File: config.mk
export PLATFORM = sky130hd
export DESIGN_NAME = wavepipe_uart_rx
export DESIGN_NICKNAME = d
export VERILOG_FILES = /design/src/rtl/wavepipe_uart_rx.sv
export SDC_FILE = /design/constraint.sdc
export NUM_CORES = 1
export LEC_CHECK = 0
export BUFFER_PORTS_ARGS = -buffer_cell sky130_fd_sc_hd__buf_2
export CAP_MARGIN = 20
export CORE_MARGIN = 4
export CORE_UTILIZATION = 35
export DETAILED_ROUTE_END_ITERATION = 12
export PLACE_DENSITY = 0.49
export RECOVER_POWER = 50
export SLEW_MARGIN = 25
export SYNTH_ARGS = -nofsm -noshare
export SYNTH_HDL_FRONTEND = slang
export SYNTH_SLANG_ARGS = --single-unit
File: constraint.sdc
create_clock -name clk -period 2 [get_ports clk]
set_input_delay 0.2 -clock clk [delete_from_list [all_inputs] [get_ports clk]]
set_output_delay 0.2 -clock clk [all_outputs]
set_load 0.1 [all_outputs]
File: src/rtl/wavepipe_uart_rx.sv
`default_nettype none
// ============================================================================
// Module      : wavepipe_uart_rx
// Description : UART 8N1 receiver. Synchronises the serial pin, oversamples it
//               on a divided tick and delivers bytes on a valid/ready holding
//               register. Framing errors and overruns are 1-cycle pulses.
// Revision    : 1.0 - initial release
// ============================================================================
module wavepipe_uart_rx #(
  parameter int CLK_FREQ_HZ = 100_000_000,
  parameter int BAUD        = 115200,
  parameter int OVERSAMPLE  = 16,
  parameter int SYNC_STAGES = 2
) (
  input  logic       clk,
  input  logic       reset,
  input  logic       io_rxd,
  output logic [7:0] io_data,
  output logic       io_valid,
  input  logic       io_ready,
  output logic       io_frameErr,
  output logic       io_overrun,
  output logic       io_busy
);

  // Rounded clock divider producing one tick per oversample slot.
  localparam int c_DIV = (CLK_FREQ_HZ + (BAUD * OVERSAMPLE) / 2) / (BAUD * OVERSAMPLE);
  localparam int c_TW  = (c_DIV > 1) ? $clog2(c_DIV) : 1;
  localparam int c_SW  = $clog2(OVERSAMPLE);

  localparam logic [c_TW-1:0] c_TMAX  = c_TW'(c_DIV - 1);
  localparam logic [c_SW-1:0] c_SHALF = c_SW'(OVERSAMPLE / 2 - 1);
  localparam logic [c_SW-1:0] c_SFULL = c_SW'(OVERSAMPLE - 1);

  localparam logic [2:0] c_IDLE  = 3'd0;
  localparam logic [2:0] c_START = 3'd1;
  localparam logic [2:0] c_DATA  = 3'd2;
  localparam logic [2:0] c_STOP  = 3'd3;
  localparam logic [2:0] c_BREAK = 3'd4;

  logic [SYNC_STAGES-1:0] sync_q, sync_d;
  logic [c_TW-1:0]        tcnt_q, tcnt_d;
  logic [c_SW-1:0]        scnt_q, scnt_d;
  logic [2:0]             bcnt_q, bcnt_d;
  logic [2:0]             state_q, state_d;
  logic [7:0]             shreg_q, shreg_d;
  logic [7:0]             data_q, data_d;
  logic                   valid_q, valid_d;
  logic                   ferr_q, ferr_d;
  logic                   ovr_q, ovr_d;
  logic                   dlv_q, dlv_d;
  logic                   w_rxs;
  logic                   w_tick;

  // Synchroniser shift and oversample tick decode.
  always_comb begin
    sync_d = {sync_q[SYNC_STAGES-2:0], io_rxd};
    w_rxs  = sync_q[SYNC_STAGES-1];
    w_tick = (tcnt_q == c_TMAX);
  end

  // Receive FSM, shift register and holding-register handshake.
  always_comb begin
    state_d = state_q;
    scnt_d  = scnt_q;
    bcnt_d  = bcnt_q;
    shreg_d = shreg_q;
    data_d  = data_q;
    valid_d = valid_q;
    ferr_d  = 1'b0;
    ovr_d   = 1'b0;
    dlv_d   = 1'b0;
    tcnt_d  = w_tick ? '0 : tcnt_q + 1'b1;

    case (state_q)
      c_IDLE: begin
        if (!w_rxs) begin
          // Restart the tick phase so sampling aligns with the falling edge.
          state_d = c_START;
          scnt_d  = '0;
          tcnt_d  = '0;
        end
      end
      c_START: begin
        if (w_tick) begin
          if (scnt_q == c_SHALF) begin
            if (w_rxs) begin
              state_d = c_IDLE;   // line back high at mid-bit: glitch
            end else begin
              state_d = c_DATA;
              scnt_d  = '0;
              bcnt_d  = '0;
            end
          end else begin
            scnt_d = scnt_q + 1'b1;
          end
        end
      end
      c_DATA: begin
        if (w_tick) begin
          if (scnt_q == c_SFULL) begin
            shreg_d = {w_rxs, shreg_q[7:1]};
            scnt_d  = '0;
            if (bcnt_q == 3'd7) begin
              state_d = c_STOP;
            end else begin
              bcnt_d = bcnt_q + 1'b1;
            end
          end else begin
            scnt_d = scnt_q + 1'b1;
          end
        end
      end
      c_STOP: begin
        if (w_tick) begin
          if (scnt_q == c_SFULL) begin
            // Leave at mid stop bit so the next start edge is not missed.
            if (w_rxs) begin
              dlv_d   = 1'b1;
              state_d = c_IDLE;
            end else begin
              ferr_d  = 1'b1;
              state_d = c_BREAK;
            end
          end else begin
            scnt_d = scnt_q + 1'b1;
          end
        end
      end
      c_BREAK: begin
        if (w_rxs) begin
          state_d = c_IDLE;
        end
      end
      default: begin
        state_d = c_IDLE;
      end
    endcase

    // A byte may replace the held one only if it is being consumed right now.
    if (dlv_q) begin
      if (!valid_q || io_ready) begin
        data_d  = shreg_q;
        valid_d = 1'b1;
      end else begin
        ovr_d = 1'b1;
      end
    end else if (valid_q && io_ready) begin
      valid_d = 1'b0;
    end
  end

  // State registers with synchronous reset.
  always_ff @(posedge clk) begin
    if (reset) begin
      sync_q  <= '1;
      tcnt_q  <= '0;
      scnt_q  <= '0;
      bcnt_q  <= '0;
      state_q <= c_IDLE;
      shreg_q <= '0;
      data_q  <= '0;
      valid_q <= 1'b0;
      ferr_q  <= 1'b0;
      ovr_q   <= 1'b0;
      dlv_q   <= 1'b0;
    end else begin
      sync_q  <= sync_d;
      tcnt_q  <= tcnt_d;
      scnt_q  <= scnt_d;
      bcnt_q  <= bcnt_d;
      state_q <= state_d;
      shreg_q <= shreg_d;
      data_q  <= data_d;
      valid_q <= valid_d;
      ferr_q  <= ferr_d;
      ovr_q   <= ovr_d;
      dlv_q   <= dlv_d;
    end
  end

  assign io_data     = data_q;
  assign io_valid    = valid_q;
  assign io_frameErr = ferr_q;
  assign io_overrun  = ovr_q;
  assign io_busy     = (state_q != c_IDLE);

endmodule
`default_nettype wire
## After elaboration in Yosys (flattened, before gate mapping)

Cells that the tools add are included.

| word-level totals | value |
|---|---|
| word-level logic and storage cells | 91 |
| output and inout bits | 12 |
| input bits | 4 |
| flip-flop bits (word level) | 38 |

| operators by class | value |
|---|---|
| reductions and logical operators | 16 |
| equality and inequality tests | 21 |
| add/sub/neg operators | 3 |
| bitwise gates (word level) | 4 |
| muxes and demuxes | 36 |

Operators by type and width:

| operator | number |
|---|---|
| 3-bit two-way mux | 16 |
| 4-bit two-way mux | 7 |
| 2-bit != test (second input constant) | 12 |
| 6-bit two-way mux | 3 |
| 4-bit case mux with 4 select lines | 1 |
| 3-bit case mux with 5 select lines | 1 |
| 9-bit AND reduction | 1 |
| 7-bit AND reduction | 1 |
| 6-bit by 1-bit adder with 6-bit output (second input constant) | 1 |
| 3-bit by 2-bit equality test with 1-bit output (second input constant) | 2 |
| 3-bit equality test (second input constant) | 2 |
| 6-bit equality test (second input constant) | 1 |
| 1-bit two-way mux | 6 |
| 3-bit case mux with 2 select lines | 1 |
| 5-bit AND reduction | 1 |
| 4-bit by 1-bit adder with 4-bit output (second input constant) | 1 |
| 4-bit by 3-bit equality test with 1-bit output (second input constant) | 1 |
| 4-bit equality test (second input constant) | 1 |
| 1-bit inverter | 4 |
| 2-bit AND reduction | 2 |
| 2-bit nonzero test | 2 |
| 4-bit nonzero test | 1 |
| 4-bit OR reduction | 1 |
| 3-bit by 1-bit adder with 3-bit output (second input constant) | 1 |
| other kinds (10) | 10 |

## Depth between registers and ports, before layout

| logic depth | value |
|---|---|
| word-level depth | 5 |
| gate-level depth with buffers | 7 |

## Worst setup path before layout

OpenSTA, ideal clock, no wires.

| timing | value |
|---|---|
| path type | register to register |
| start point | register valid_q (netlist: io_valid) |
| end point | register data_q[5] (netlist: io_data[5]) |
| path slack | 92 ps |
| cell stages (with the launch flop) | 5 |
| arrival time | 1,781 ps |
| library setup time | 128 ps |
| period minus slack after synthesis | 1,908 ps |
| cell sequence | dfxtp_1 inv_1 o21ai_2 mux2i_1 nor2_1 |

| on the way | value |
|---|---|
| cells in the longest elaborated chain, start to end | 3 |

RTL lines:

| what | RTL line | source |
|---|---|---|
| from (decl) | 48 | `logic valid_q, valid_d;` |
| from (signal assigned) | 175 | `valid_q <= valid_d;` |
| 1-bit logical NOT | 142 | `if (!valid_q \|\| io_ready) begin` |
| 1-bit logical OR | 142 |  |
| 2-bit AND reduction (no line) | -- |  |
| to (signal assigned) | 174 | `data_q <= data_d;` |
| to (decl) | 47 | `logic [7:0] data_q, data_d;` |

Every way passes these cells.
A chain may end at the register's enable or synchronous reset.

## Final worst setup path

| timing | value |
|---|---|
| start point | register scnt_q[0] |
| end point | register bcnt_q[0] |

| on the way | value |
|---|---|
| cells in the longest elaborated chain, start to end | 3 |
| elaborated cells on any way between the ends | 5 |
| classes of those cells | 4 x eq/ne; 1 x reduce/logical |

RTL lines:

| what | RTL line | source |
|---|---|---|
| from (decl) | 43 | `logic [c_SW-1:0] scnt_q, scnt_d;` |
| from (signal assigned) | 170 | `scnt_q <= scnt_d;` |
| 4-bit equality test or 4-bit by 3-bit equality test with 1-bit output (tied branches) | 101, 86 |  |
| 2-bit != test (no line) | -- |  |
| 7-bit AND reduction (no line) * | -- |  |
| to (signal assigned) | 171 | `bcnt_q <= bcnt_d;` |
| to (decl) | 44 | `logic [2:0] bcnt_q, bcnt_d;` |

Every way passes the cells marked *; elsewhere a longest branch is shown, timed or not.

==> flow_summary.yaml <==
run_status:
  status: "complete, no violations"
synthesis:
  synth_edf_count: 0
  synth-warning-count: 0
  yosysMostFrequentCell: "dfxtp_1"
  synth_cells: 185
  syn_area_um2: 1770
  ys_seq_area_frac: 0.430
  netlist.top_cell.by_area: "dfxtp_1"
  ys_ff_latch: 38
  synth.top_cell.area_share: 0.430
  async_flop_share: 0
  ys_top_cells_by_count: "dfxtp_1 (38), nor2_1 (28), mux2i_1 (20)"
  synthTopCellsByArea: "dfxtp_1 (43%), mux2i_1 (11%), nor2_1 (5.9%)"
  synthDistinctLibCells: 51
  syn_nets: 194
  synth_area_per_cell_um2: 9.56
  synthFlopType: "dfxtp_1"
global_route:
  use_met1: 0.140
  met3_usage: 0.0374
  antenna_found_initial: 0
  first_global_vias: 1236
  track_usage: 0.117
  grt_pass1_wl_um: 5690
  grt.busiest_layer: "met2"
  grt_overflow: 0
  grt_max_degree: 28
  use_met2: 0.196
setup_path:
  crit_family: "simple AND/OR/NAND/NOR gates"
  path_max_fanout: 5
  worst_r2r_path_depth: 6
  path_class: "flop to flop"
  critPathSlowestCell: "dfxtp_1"
  arrival_ns: 1.95
  crit_buf_inv: 0
  crit_path_start: "scnt_q[0]"
  r2r_start: "scnt_q[0]"
  path_cells: "ha_1 -> and2_1 -> nand2_1 -> nand3_1 -> and4b_1 -> mux2_1"
  crit_path_end_kind: "flop"
  max_stage_delay_ns: 0.38
  regToRegSetupSlack_ns: 0.22
  startpoint_type: "flop"
  required_ns: 2.18
  reg2reg_to: "bcnt_q[0]"
power:
  combPwrFrac: 0.183
  pwr_density_cell_nw_per_um2: 854
  intPower_w: 0.00120
  p_switching_w: 0.000499
  power.leakage_nw: 0.799
  p_sw_frac: 0.294
  ir_drop_uv: 466
  sequentialPowerShare: 0.502
  clkPwrFrac: 0.314
sta:
  timing.slew.headroom: 0.212
  min_period_ns: 1.78
  holdWs_ns: 0.100
  fmax_ghz: 0.563
  rsz0062_at_grt: "no"
  tns_ns: 0
  hold_viol: 0
  worst_pin_slew_ns: 1.18
  period_share: 0.888
  fin_worst_skew_ns: 0.00667
  setup_viol: 0
  slew_viol_final: 0
clock_tree:
  clk_path_buf_depth: 2
  numCtsBuffers: 5
  clock_latency_ns: 0.28
  htree_levels: 2
  cts.sinks: 38
  cts_tree: "done"
  clk_pin_slew_ns: 0.07
  cts_root_buf: "clkbuf_8"
route:
  vias: 1337
  viasPerCell: 4.93
  finalWirelength_um: 3330
  first_pass_iters: 5
  wl_per_cell_um: 12.3
  route.detailed.drc: 0
  drt_iter0_drc: 75
  drtAntennaViolNets: 0
cells_and_area:
  n_antenna_cell: 0
  fin_cells: 271
  multiInputGateArea_um2: 936
  num-fill-cells: 504
  finish.utilization: 0.412
  syn_to_final_growth_pct: 12.4
  regArea_um2: 762
  nets: 212
  post-route-cell-area_um2: 1990
  drive_gt1_frac: 0.132
floorplan:
  core_region_area_um2: 4820
  num_io_pins: 16
  rows: 25
  die_area_um2: 6250
  fp.dieH_um: 79.1
  start_util: 0.367
  die_w_um: 79.1
placement:
  place_area_um2: 1920
  place_congestion: 0.853
  dpl.cell_count: 263
  port_buffers: 15
  dp_hpwl_um: 2400
worst_hold_path:
  hp-class: "primary input to flop"
  min_path_cells: 2
  min_to: "sync_q[0]"
  worstHoldStart: "io_rxd"
flow_run:
  cap_violations: 0
-- cell families after synthesis --
| kind of cell | synth area share |
|---|---|
| multiplexers | 0.120 |
| buffers and inverters | 0.0382 |
| adder cells (fa/ha/maj) | 0.0354 |
| flip-flops | 0.430 |
| AND/OR/NAND/NOR | 0.231 |
| AO/OA/AOI/OAI | 0.115 |
| XOR/XNOR | 0.0297 |
-- per-stage QoR --
stage                     total power, W  setup WS, ns
after floorplan                  0.00113        0.0916
after global placement           0.00118         0.170
after detailed placement         0.00118         0.148
after CTS                        0.00173         0.139
after global routing             0.00179        0.0516
final                            0.00170         0.224
-- worst register-to-register path: cells and delay by family, from the launching register on --
kind,cells,cell delay (ns)
DFF,1,0.38
adders and majority gates,1,0.24
muxes,1,0.33
and+or+nand+nor,4,0.71
-- power by group through the flow --
stage	logic [W]	registers, W	clock network [W]
2_1_floorplan	0.000303	0.000823	0
3_3_place_gp	0.000308	0.000868	0
3_5_place_dp	0.000312	0.000870	0
4_1_cts	0.000315	0.000852	0.000560
5_1_grt	0.000339	0.000860	0.000587
6_report	0.000311	0.000853	0.000533
-- final cells by class --
class,count,share of cell area
Sequential cell,38,0.384
Timing Repair Buffer,20,0.0479
Tap cell,67,0.0422
Clock inverter,1,0.00252
Inverter,5,0.00945
Multi-Input combinational cell,133,0.471
Clock buffer,7,0.0435
-- cells in the final DEF, fill, tap and decap left out, types with 4 or more instances in the layout --
| cell | instances |
|---|---|
| a21oi_1 | 7 |
| nand3_1 | 8 |
| ha_1 | 5 |
| buf_4 | 4 |
| nand2_1 | 11 |
| clkbuf_8 | 6 |
| mux2i_1 | 20 |
| clkbuf_1 | 13 |
| nor2_1 | 28 |
| dfxtp_1 | 37 |
| inv_1 | 4 |
-- flip-flops by register name, summed over array words and instances (netlist names) --
register and flops:
scnt_q 4, tcnt_q 6, shreg_q 8, io_valid 1, dlv_q 1, state_q 3, io_data 8, bcnt_q 3
io_frameErr 1, io_overrun 1, sync_q 2
-- worst max path at each step --
stage | end | slack (ns) | cells past startpoint
2_1_floorplan | io_data[5] | 0.09 | 4
3_3_place_gp | bcnt_q[0] | 0.17 | 5
3_5_place_dp | bcnt_q[0] | 0.15 | 5
4_1_cts | bcnt_q[0] | 0.14 | 5
5_1_grt | bcnt_q[0] | 0.05 | 6
6_report | bcnt_q[0] | 0.22 | 6
-- routing by layer --
| metal | up-vias | wire length [um] |
|---|---|---|
| met5 | - | 0 |
| met4 | 0 | 29 |
| met3 | 5 | 108 |
| met2 | 16 | 1590 |
| met1 | 629 | 1600 |
| li1 | 687 | - |
-- what timing repair did --
action                     in CTS  in global routing
hold buffers                    0                  0
setup endpoints to repair       0                  1
resized for setup               0                  1
setup buffers                   0                  0
Power figures use the tool's default switching activity.
